`src/rtl/traffic_pkg.sv`:
```
// Shared types for the highway/country traffic signal controller and its
// request front end: lamp encodings and the request FSM state.
package traffic_pkg;

  typedef enum logic [1:0] {
    LAMP_GREEN  = 2'b00,
    LAMP_RED    = 2'b01,
    LAMP_YELLOW = 2'b10
  } lamp_e;

  typedef enum logic [1:0] {
    ST_IDLE,
    ST_REQ,
    ST_SERVE,
    ST_LOCKOUT
  } req_state_e;

  localparam int               QUEUE_W   = 4;
  localparam logic [QUEUE_W-1:0] QUEUE_MAX = 4'd15;

endpackage

```
`src/rtl/sensor_debounce.sv`:
```
// Two-flop synchroniser plus counting debouncer for the country loop sensor.
// det_rise/det_fall flag the edge at which det is about to change.
module sensor_debounce #(
  parameter int DEBOUNCE_CYCLES = 4
) (
  input  logic clk,
  input  logic reset,
  input  logic sensor_raw,
  output logic det,
  output logic det_rise,
  output logic det_fall
);

  localparam int             CNT_W    = (DEBOUNCE_CYCLES > 1) ? $clog2(DEBOUNCE_CYCLES) : 1;
  localparam logic [CNT_W-1:0] CNT_LAST = CNT_W'(DEBOUNCE_CYCLES - 1);

  logic             s1_q, s1_d;
  logic             s2_q, s2_d;
  logic             det_q, det_d;
  logic [CNT_W-1:0] db_cnt_q, db_cnt_d;

  always_comb begin
    // NOTE: every variable gets a default first so no path leaves it unassigned,
    // which would otherwise infer a latch.
    s1_d     = sensor_raw;
    s2_d     = s1_q;
    det_d    = det_q;
    db_cnt_d = '0;
    // The count holds stable-but-different samples; the last one flips det.
    if (s2_q != det_q) begin
      if (db_cnt_q == CNT_LAST) begin
        det_d = s2_q;
      end else begin
        db_cnt_d = db_cnt_q + 1'b1;
      end
    end
  end

  // NOTE: state flops use non-blocking assignments so every flop samples the
  // pre-edge values regardless of statement order.
  always_ff @(posedge clk) begin
    if (reset) begin
      s1_q     <= 1'b0;
      s2_q     <= 1'b0;
      det_q    <= 1'b0;
      db_cnt_q <= '0;
    end else begin
      s1_q     <= s1_d;
      s2_q     <= s2_d;
      det_q    <= det_d;
      db_cnt_q <= db_cnt_d;
    end
  end

  assign det      = det_q;
  assign det_rise = det_d & ~det_q;
  assign det_fall = ~det_d & det_q;

endmodule

```
`src/rtl/vehicle_request_detector.sv`:
```
// Turns the country loop sensor into the controller request x: queue counting,
// request FSM with a hold limit on country green and a highway lockout.
module vehicle_request_detector
  import traffic_pkg::*;
#(
  parameter int DEBOUNCE_CYCLES = 4,
  parameter int MAX_HOLD        = 16,
  parameter int HWY_MIN         = 8
) (
  input  logic               clk,
  input  logic               reset,
  input  logic               sensor_raw,
  input  logic               cntry_green,
  output logic               x,
  output logic [QUEUE_W-1:0] queue_cnt,
  output logic               overflow
);

  localparam int              HOLD_W    = (MAX_HOLD > 1) ? $clog2(MAX_HOLD) : 1;
  localparam int              LOCK_W    = (HWY_MIN > 1) ? $clog2(HWY_MIN) : 1;
  localparam logic [HOLD_W-1:0] HOLD_LAST = HOLD_W'(MAX_HOLD - 1);
  localparam logic [LOCK_W-1:0] LOCK_LAST = LOCK_W'(HWY_MIN - 1);

  logic det, det_rise, det_fall;
  logic arrival, departure;

  req_state_e         state_q, state_d;
  logic [QUEUE_W-1:0] queue_q, queue_d;
  logic               overflow_q, overflow_d;
  logic [HOLD_W-1:0]  hold_cnt_q, hold_cnt_d;
  logic [LOCK_W-1:0]  lock_cnt_q, lock_cnt_d;
  logic               x_q, x_d;

  sensor_debounce #(
    .DEBOUNCE_CYCLES(DEBOUNCE_CYCLES)
  ) u_debounce (
    .clk       (clk),
    .reset     (reset),
    .sensor_raw(sensor_raw),
    .det       (det),
    .det_rise  (det_rise),
    .det_fall  (det_fall)
  );

  // A vehicle entering while country is red joins the queue; one leaving
  // while country is green has been served.
  assign arrival   = det_rise & ~cntry_green;
  assign departure = det_fall & cntry_green;

  always_comb begin
    queue_d    = queue_q;
    overflow_d = overflow_q;
    if (arrival) begin
      if (queue_q == QUEUE_MAX) overflow_d = 1'b1;
      else                      queue_d    = queue_q + 1'b1;
    end else if (departure && queue_q != '0) begin
      queue_d = queue_q - 1'b1;
    end
  end

  always_comb begin
    state_d    = state_q;
    hold_cnt_d = hold_cnt_q;
    lock_cnt_d = lock_cnt_q;
    unique case (state_q)
      ST_IDLE: if (queue_q != '0 || det) state_d = ST_REQ;
      ST_REQ: begin
        if (cntry_green) begin
          state_d    = ST_SERVE;
          hold_cnt_d = '0;
        end
      end
      ST_SERVE: begin
        hold_cnt_d = hold_cnt_q + 1'b1;
        if (!cntry_green) begin
          state_d = ST_IDLE;
        end else if (queue_q == '0 && !det) begin
          state_d = ST_IDLE;
        end else if (hold_cnt_q == HOLD_LAST) begin
          state_d    = ST_LOCKOUT;
          lock_cnt_d = '0;
        end
      end
      ST_LOCKOUT: begin
        // The highway minimum only runs once country green has actually dropped.
        if (!cntry_green) begin
          if (lock_cnt_q == LOCK_LAST) state_d    = ST_IDLE;
          else                         lock_cnt_d = lock_cnt_q + 1'b1;
        end
      end
      default: state_d = ST_IDLE;
    endcase
    x_d = (state_d == ST_REQ) || (state_d == ST_SERVE);
  end

  always_ff @(posedge clk) begin
    if (reset) begin
      state_q    <= ST_IDLE;
      queue_q    <= '0;
      overflow_q <= 1'b0;
      hold_cnt_q <= '0;
      lock_cnt_q <= '0;
      x_q        <= 1'b0;
    end else begin
      state_q    <= state_d;
      queue_q    <= queue_d;
      overflow_q <= overflow_d;
      hold_cnt_q <= hold_cnt_d;
      lock_cnt_q <= lock_cnt_d;
      x_q        <= x_d;
    end
  end

  assign x         = x_q;
  assign queue_cnt = queue_q;
  assign overflow  = overflow_q;

endmodule
```
`config.mk`:
```
export PLATFORM = sky130hd
export DESIGN_NAME = vehicle_request_detector
export DESIGN_NICKNAME = d
export VERILOG_FILES = /design/src/rtl/traffic_pkg.sv /design/src/rtl/sensor_debounce.sv /design/src/rtl/vehicle_request_detector.sv
export SDC_FILE = /design/constraint.sdc
export NUM_CORES = 1
export LEC_CHECK = 0
export ABC_AREA = 1
export CORE_MARGIN = 3
export CORE_UTILIZATION = 54
export DETAILED_ROUTE_END_ITERATION = 10
export PLACE_DENSITY_LB_ADDON = 0.1
export SETUP_SLACK_MARGIN = 0.5
export SYNTH_ARGS = -nofsm -noshare
export SYNTH_HDL_FRONTEND = slang
export SYNTH_SLANG_ARGS = --single-unit
```
`constraint.sdc`:
```
create_clock -name clk -period 4.4 [get_ports clk]
set_input_delay 0.88 -clock clk [delete_from_list [all_inputs] [get_ports clk]]
set_output_delay 0.88 -clock clk [all_outputs]
set_load 0.02 [all_outputs]
```
* Word-level counts from Yosys, hierarchy flattened
Cells that the tools add are included.
** Cells by class
- Bitwise gates (word level) :: 8
- Reduce and logical (&&, ||, !) cells :: 16
- Add/subtract/negate cells :: 5
- Mux-type cells :: 21
- Equality and inequality tests :: 17
** Operator list (number)
- 4-bit 2-to-1 mux :: 4
- 3-bit 2-to-1 mux :: 5
- 2-bit 2-to-1 mux :: 7
- 2-bit inequality test, second input constant :: 7
- 4-bit by 1-bit adder with 4-bit output, second input constant :: 2
- 2-bit == test, second input constant :: 4
- 4-bit == test, second input constant :: 2
- 2-bit one-hot mux with 4 select lines :: 1
- 4-bit one-hot mux with 2 select lines :: 1
- 3-bit one-hot mux with 2 select lines :: 1
- 2-bit AND reduction :: 3
- 6-bit AND reduction :: 1
- 2-bit nonzero test :: 3
- 1-bit AND :: 4
- 2-bit by 1-bit == test with 1-bit output, second input constant :: 2
- 4-bit zero test :: 1
- 1-bit inverter :: 4
- 4-bit nonzero test :: 1
- 4-bit by 1-bit subtractor with 4-bit output, second input constant :: 1
- 3-bit by 1-bit adder with 3-bit output, second input constant :: 1
- 3-bit == test, second input constant :: 1
- 3-bit OR reduction :: 1
- 2-bit by 1-bit adder with 2-bit output, second input constant :: 1
- 1-bit logical AND :: 2
- 5 further kinds :: 7
** Word-level totals
- Logic and storage cells :: 77
- Flip-flop bits (word level) :: 20
- Bits of input ports :: 4
- Output and inout port bits :: 6

* Logic depth before layout (Yosys ltp)
- Depth in word-level cells :: 9
- Gate-level depth with buffers :: 14
- Gate-level depth less buffers :: 14

* Cells and area by module
A second synthesis with hierarchy kept.
** Unflattened totals
- Cells, all modules :: 160
- Area, all modules :: 1102.3 um^2
** By module, submodules not included
- vehicle_request_detector :: instances 1, cells an instance 136, sequential area each 300.3 um^2, area an instance 912.1 um^2
- sensor_debounce :: instances 1, cells an instance 24, sequential area each 100.1 um^2, area an instance 190.2 um^2

* Worst setup path before layout
OpenSTA, ideal clock, no wires.
- Path type :: input to register
- From :: in cntry_green
- To :: reg queue_q[3] (netlist: queue_cnt[3])
- Path slack :: 2.348 ns
- Path buffers :: 0
- Arrival time :: 1.939 ns
- Stages on the path :: 11
- Required time :: 4.287 ns
- Setup time :: 0.113 ns
- Path through :: nor2_1 > nand2_1 > ha_1 > nand2_1 > nand2_1 > nor2_1 > nand2_1 > nand2_1 > nor2_1 > nor2_1 > nor2_1
** Between the ends
- Word-level cells in the longest chain between the ends :: 4
- Elaborated cells between the ends (all ways) :: 8
- Classes of those cells :: 1 x eq/ne; 1 x mux; 3 x bitwise; 3 x reduce/logical
** Ends and longest elaborated chain
- start: declaration :: RTL line vehicle_request_detector.sv:13 : input logic cntry_green,
- 1-bit inverter / 1-bit AND (equally long branches) :: RTL line vehicle_request_detector.sv:47, vehicle_request_detector.sv:48
- 1-bit AND / 1-bit logical AND (equally long branches) :: RTL line vehicle_request_detector.sv:47, vehicle_request_detector.sv:56
- 2-bit inequality test (no source line) / 2-bit nonzero test (equally long branches)
- 2-bit AND reduction (no source line)
- end signal: assignment :: RTL line vehicle_request_detector.sv:106 : queue_q <= queue_d;
- end: declaration :: RTL line vehicle_request_detector.sv:28 : logic [QUEUE_W-1:0] queue_q, queue_d;
Several ways; a longest one is shown, not always the timed one.
A chain may end at the register's enable or synchronous reset.

* Worst setup path in the final report
Ends and elaborated chain as after synthesis.

==> summary.md <==
| Metric | Value |
|---|---|
| Util after Layout | `0.683` |
| Crit path largest cell delay | `between 0.5 and 0.6 ns` |
| WL/cell | `10.3 um` |
| TritonRoute pass-1 iters | `4` |
| RSZ-0062 raised after global routing | `false` |
| Post-Syn Area | `0.00112 mm2` |
| CP Launch Type | `primary input` |
| Final Slew Violations | `0` |
| H-tree depth | `1` |
| Port bufs | `9` |
| Initial antenna violation count | `0` |
| Number of antenna-violating nets in the routed design | `0` |
| GR peak layer | `met2` |
| Distinct cells, synth | `22` |
| Largest net degree at the start of global routing | `12` |
| Achievable Freq | `409 MHz` |
| Starting Density | `0.607` |
| CP max FO | `6` |
| DIE WIDTH | `51.5 um` |
| VDD IR max | `189 uV` |
| WL final | `2080 um` |
| Worst-Margin Slew | `0.368 ns` |
| Core Area | `0.00184 mm2` |
| Initial DRC Count | `22` |
| Tot GR Track Use | `0.190` |
| Worst path buffer plus inverter count | `1` |
| Worst EP required | `around 4.6 ns` |
| Critical path endpoint category | `flop` |
| Die Y | `51.5 um` |
| Hold Path Class | `flop to flop` |
| Die area | `roughly 0.0026 mm2` |
| Skew-Pair Late Insertion Delay | `0.30 ns` |
| Clock sink count | `20` |
| Post-synth top area share | `0.359` |
| Vias in the first global route | `924` |
| Syn Area/Cell | `6.72 um2` |
| Pleak | `0.601 nW` |
| Crit-path cells | `clkdlybuf4s50_1 > nor2_1 > nand2_1 > ha_1 > nand2_1 > nand2_1 > nor2_1 > nand2_1 > nand2_1 > nor2_1 > nor2_1 > nor2_1` |
| Critical path data arrival time | `2.66 ns` |
| Post-CTS Hold Fix Bufs | `0` |
| Net count, final | `190` |
| Rel. slew slack | `0.754` |
| Crit path kind | `primary input to flop` |
| Fin. Hold Viols | `0` |
| Cell count after synthesis | `166` |
| Vias | `994` |
| Max Cap Violations | `0` |
| Slowest CP cell | `clkdlybuf4s50_1` |
| CTS tree | `built` |
| Reg clk slew, reported paths | `~0.11 ns` |
| Synth area leaders | `dfxtp_1 (36%), nand2_1 (13%), nor2_1 (10%), inv_1 (8.7%), ha_1 (6.7%)` |
| Syn Nets | `177` |
| Clock period minus worst slack | `between 2 and 2.5 ns` |
| Met1 Usage GRT | `0.236` |
| Setup-failing EPs final | `0` |
| Met2 usage | `0.318` |
| Setup TNS | `0 ns` |
| Yosys warnings | `0` |
| DRC Markers | `0` |
| Total CTS buffers | `3` |
| Root Buffer Master | `clkbuf_4` |
| Ant. Diodes | `0` |
| First-pass GRT wire length | `roughly 3700 um` |
| Cell Rows | `15` |
| Fraction of final layout cells sized beyond drive strength 1 | `0.0847` |
| Post-synth top area cell | `dfxtp_1` |
| Largest delay share family, worst path | `simple AND/OR/NAND/NOR gates` |
| Clk buf depth | `2` |
| Power density cells | `roughly 220 mW/mm2` |
| Register area share after synthesis | `0.359` |
| Post-CTS Setup Inserts | `0` |
| Gr ovfl total | `0` |
| Post-DP HPWL | `about 1600 um` |
| Area grow syn2layout | `12.6%` |
| Resize count post-CTS | `0` |
| Final hold slack | `0.424 ns` |
| Synth Register Bits | `20` |
| RePlAce Congestion | `0.828` |
| Clk_skew | `0.00799 ns` |
| Status | `complete, no violations` |
| Final period util | `0.556` |
| Met3 usage | `0.0350` |
| I/O pin count | `10` |
| Vias per inst | `a little under 5` |
==> cell families after synthesis <==
kind of cell,share of synthesized area
flip-flops,0.359
AND/OR/NAND/NOR,0.358
adder cells (fa/ha/maj),0.0852
buffers and inverters,0.101
AO/OA/AOI/OAI,0.0897
XOR/XNOR,0.00785
==> flip-flops by register name, indices dropped and copies added, names as in the netlist <==
register and cells:
overflow 1, queue_cnt 4, hold_cnt_q 4, u_debounce.det 1, lock_cnt_q 3, u_debounce.s1_q 1
state_q 2, x 1, u_debounce.s2_q 1, u_debounce.db_cnt_q 2
==> layout by cell type (no fill, tap or decap), drive strengths merged <==
| master | instances |
|---|---|
| a211oi | 1 |
| a21oi | 10 |
| a31oi | 1 |
| clkbuf | 3 |
| clkdlybuf4s50 | 9 |
| dfxtp | 20 |
| fa | 1 |
| ha | 6 |
| inv | 29 |
| nand2 | 42 |
| nand3 | 11 |
| nand4 | 4 |
| nor2 | 32 |
| nor3 | 1 |
| o211ai | 1 |
| o21ai | 5 |
| xor2 | 1 |
==> path summary, 6_finish.rpt <==
| check | start | to | slack (ns) | depth (start not counted) |
|---|---|---|---|---|
| min reg2reg | u_debounce.s1_q$_SDFF_PP0_ | u_debounce.s2_q$_SDFF_PP0_ | 0.42 | 2 |
| max reg2reg | u_debounce.db_cnt_q[0]$_SDFF_PP0_ | queue_cnt[3]$_SDFFE_PP0P_ | 2.43 | 14 |
| min | u_debounce.s1_q$_SDFF_PP0_ | u_debounce.s2_q$_SDFF_PP0_ | 0.42 | 2 |
| max | cntry_green | queue_cnt[3]$_SDFFE_PP0P_ | 1.95 | 12 |
==> Yosys cell counts <==
cell type / instances
nand2_1: 38
nor2_1: 30
a21oi_2: 1
inv_2: 3
a21oi_1: 9
inv_1: 26
nor2_4: 1
o21ai_0: 5
o211ai_1: 1
nor2_2: 1
a31oi_1: 1
fa_1: 1
nand2_2: 4
nand3_2: 1
nand3_1: 10
xor2_1: 1
nor3_4: 1
a211oi_1: 1
clkbuf_1: 1
nand4_1: 4
dfxtp_1: 20
ha_1: 6
==> where the power goes <==
group	leakage [nW]	internal [mW]	switching, mW	total, mW
clock network	0.0138	0.0319	0.0553	0.0872
logic	0.425	0.00396	0.00597	0.00993
registers	0.162	0.182	0.000717	0.183
total	0.601	0.218	0.0620	0.280
==> per-stage QoR <==
stage / cells / power, mW / cell area [um2] / worst slack [ns]
after floorplan: 166 / 0.192 / 1120 / 2.35
after global placement: 199 / 0.197 / 1230 / 1.70
after detailed placement: 199 / 0.197 / 1230 / 1.64
after CTS: 202 / 0.284 / 1260 / 1.97
after global routing: 202 / 0.293 / 1260 / 1.84
final: 202 / 0.280 / 1260 / 1.95
==> per-layer routing <==
metal,part of all wire,wire (um),vias to the layer above
met5,0,0,-
met4,0.0063,13,0
li1,-,-,546
met2,0.49,1030,9
met1,0.47,985,437
met3,0.024,50,2
==> worst reg2reg max path, delay by kind of cell (launching register included) <==
kind                     cells  cell delay [ns]
buffers and inverters        1             0.09
flip-flops                   1             0.33
AND/OR/NAND/NOR             11             0.86
adder cells (fa/ha/maj)      2             0.60
==> layout make-up <==
type / count / area [um2]
fillers: 182 / 583
multi-input cells: 116 / 603
well taps: 25 / 31.3
clock buffers: 3 / 22.5
repair buffers: 9 / 90.1
flip-flops and latches: 20 / 400
inverters: 29 / 109
Power figures use the tool's default switching activity.
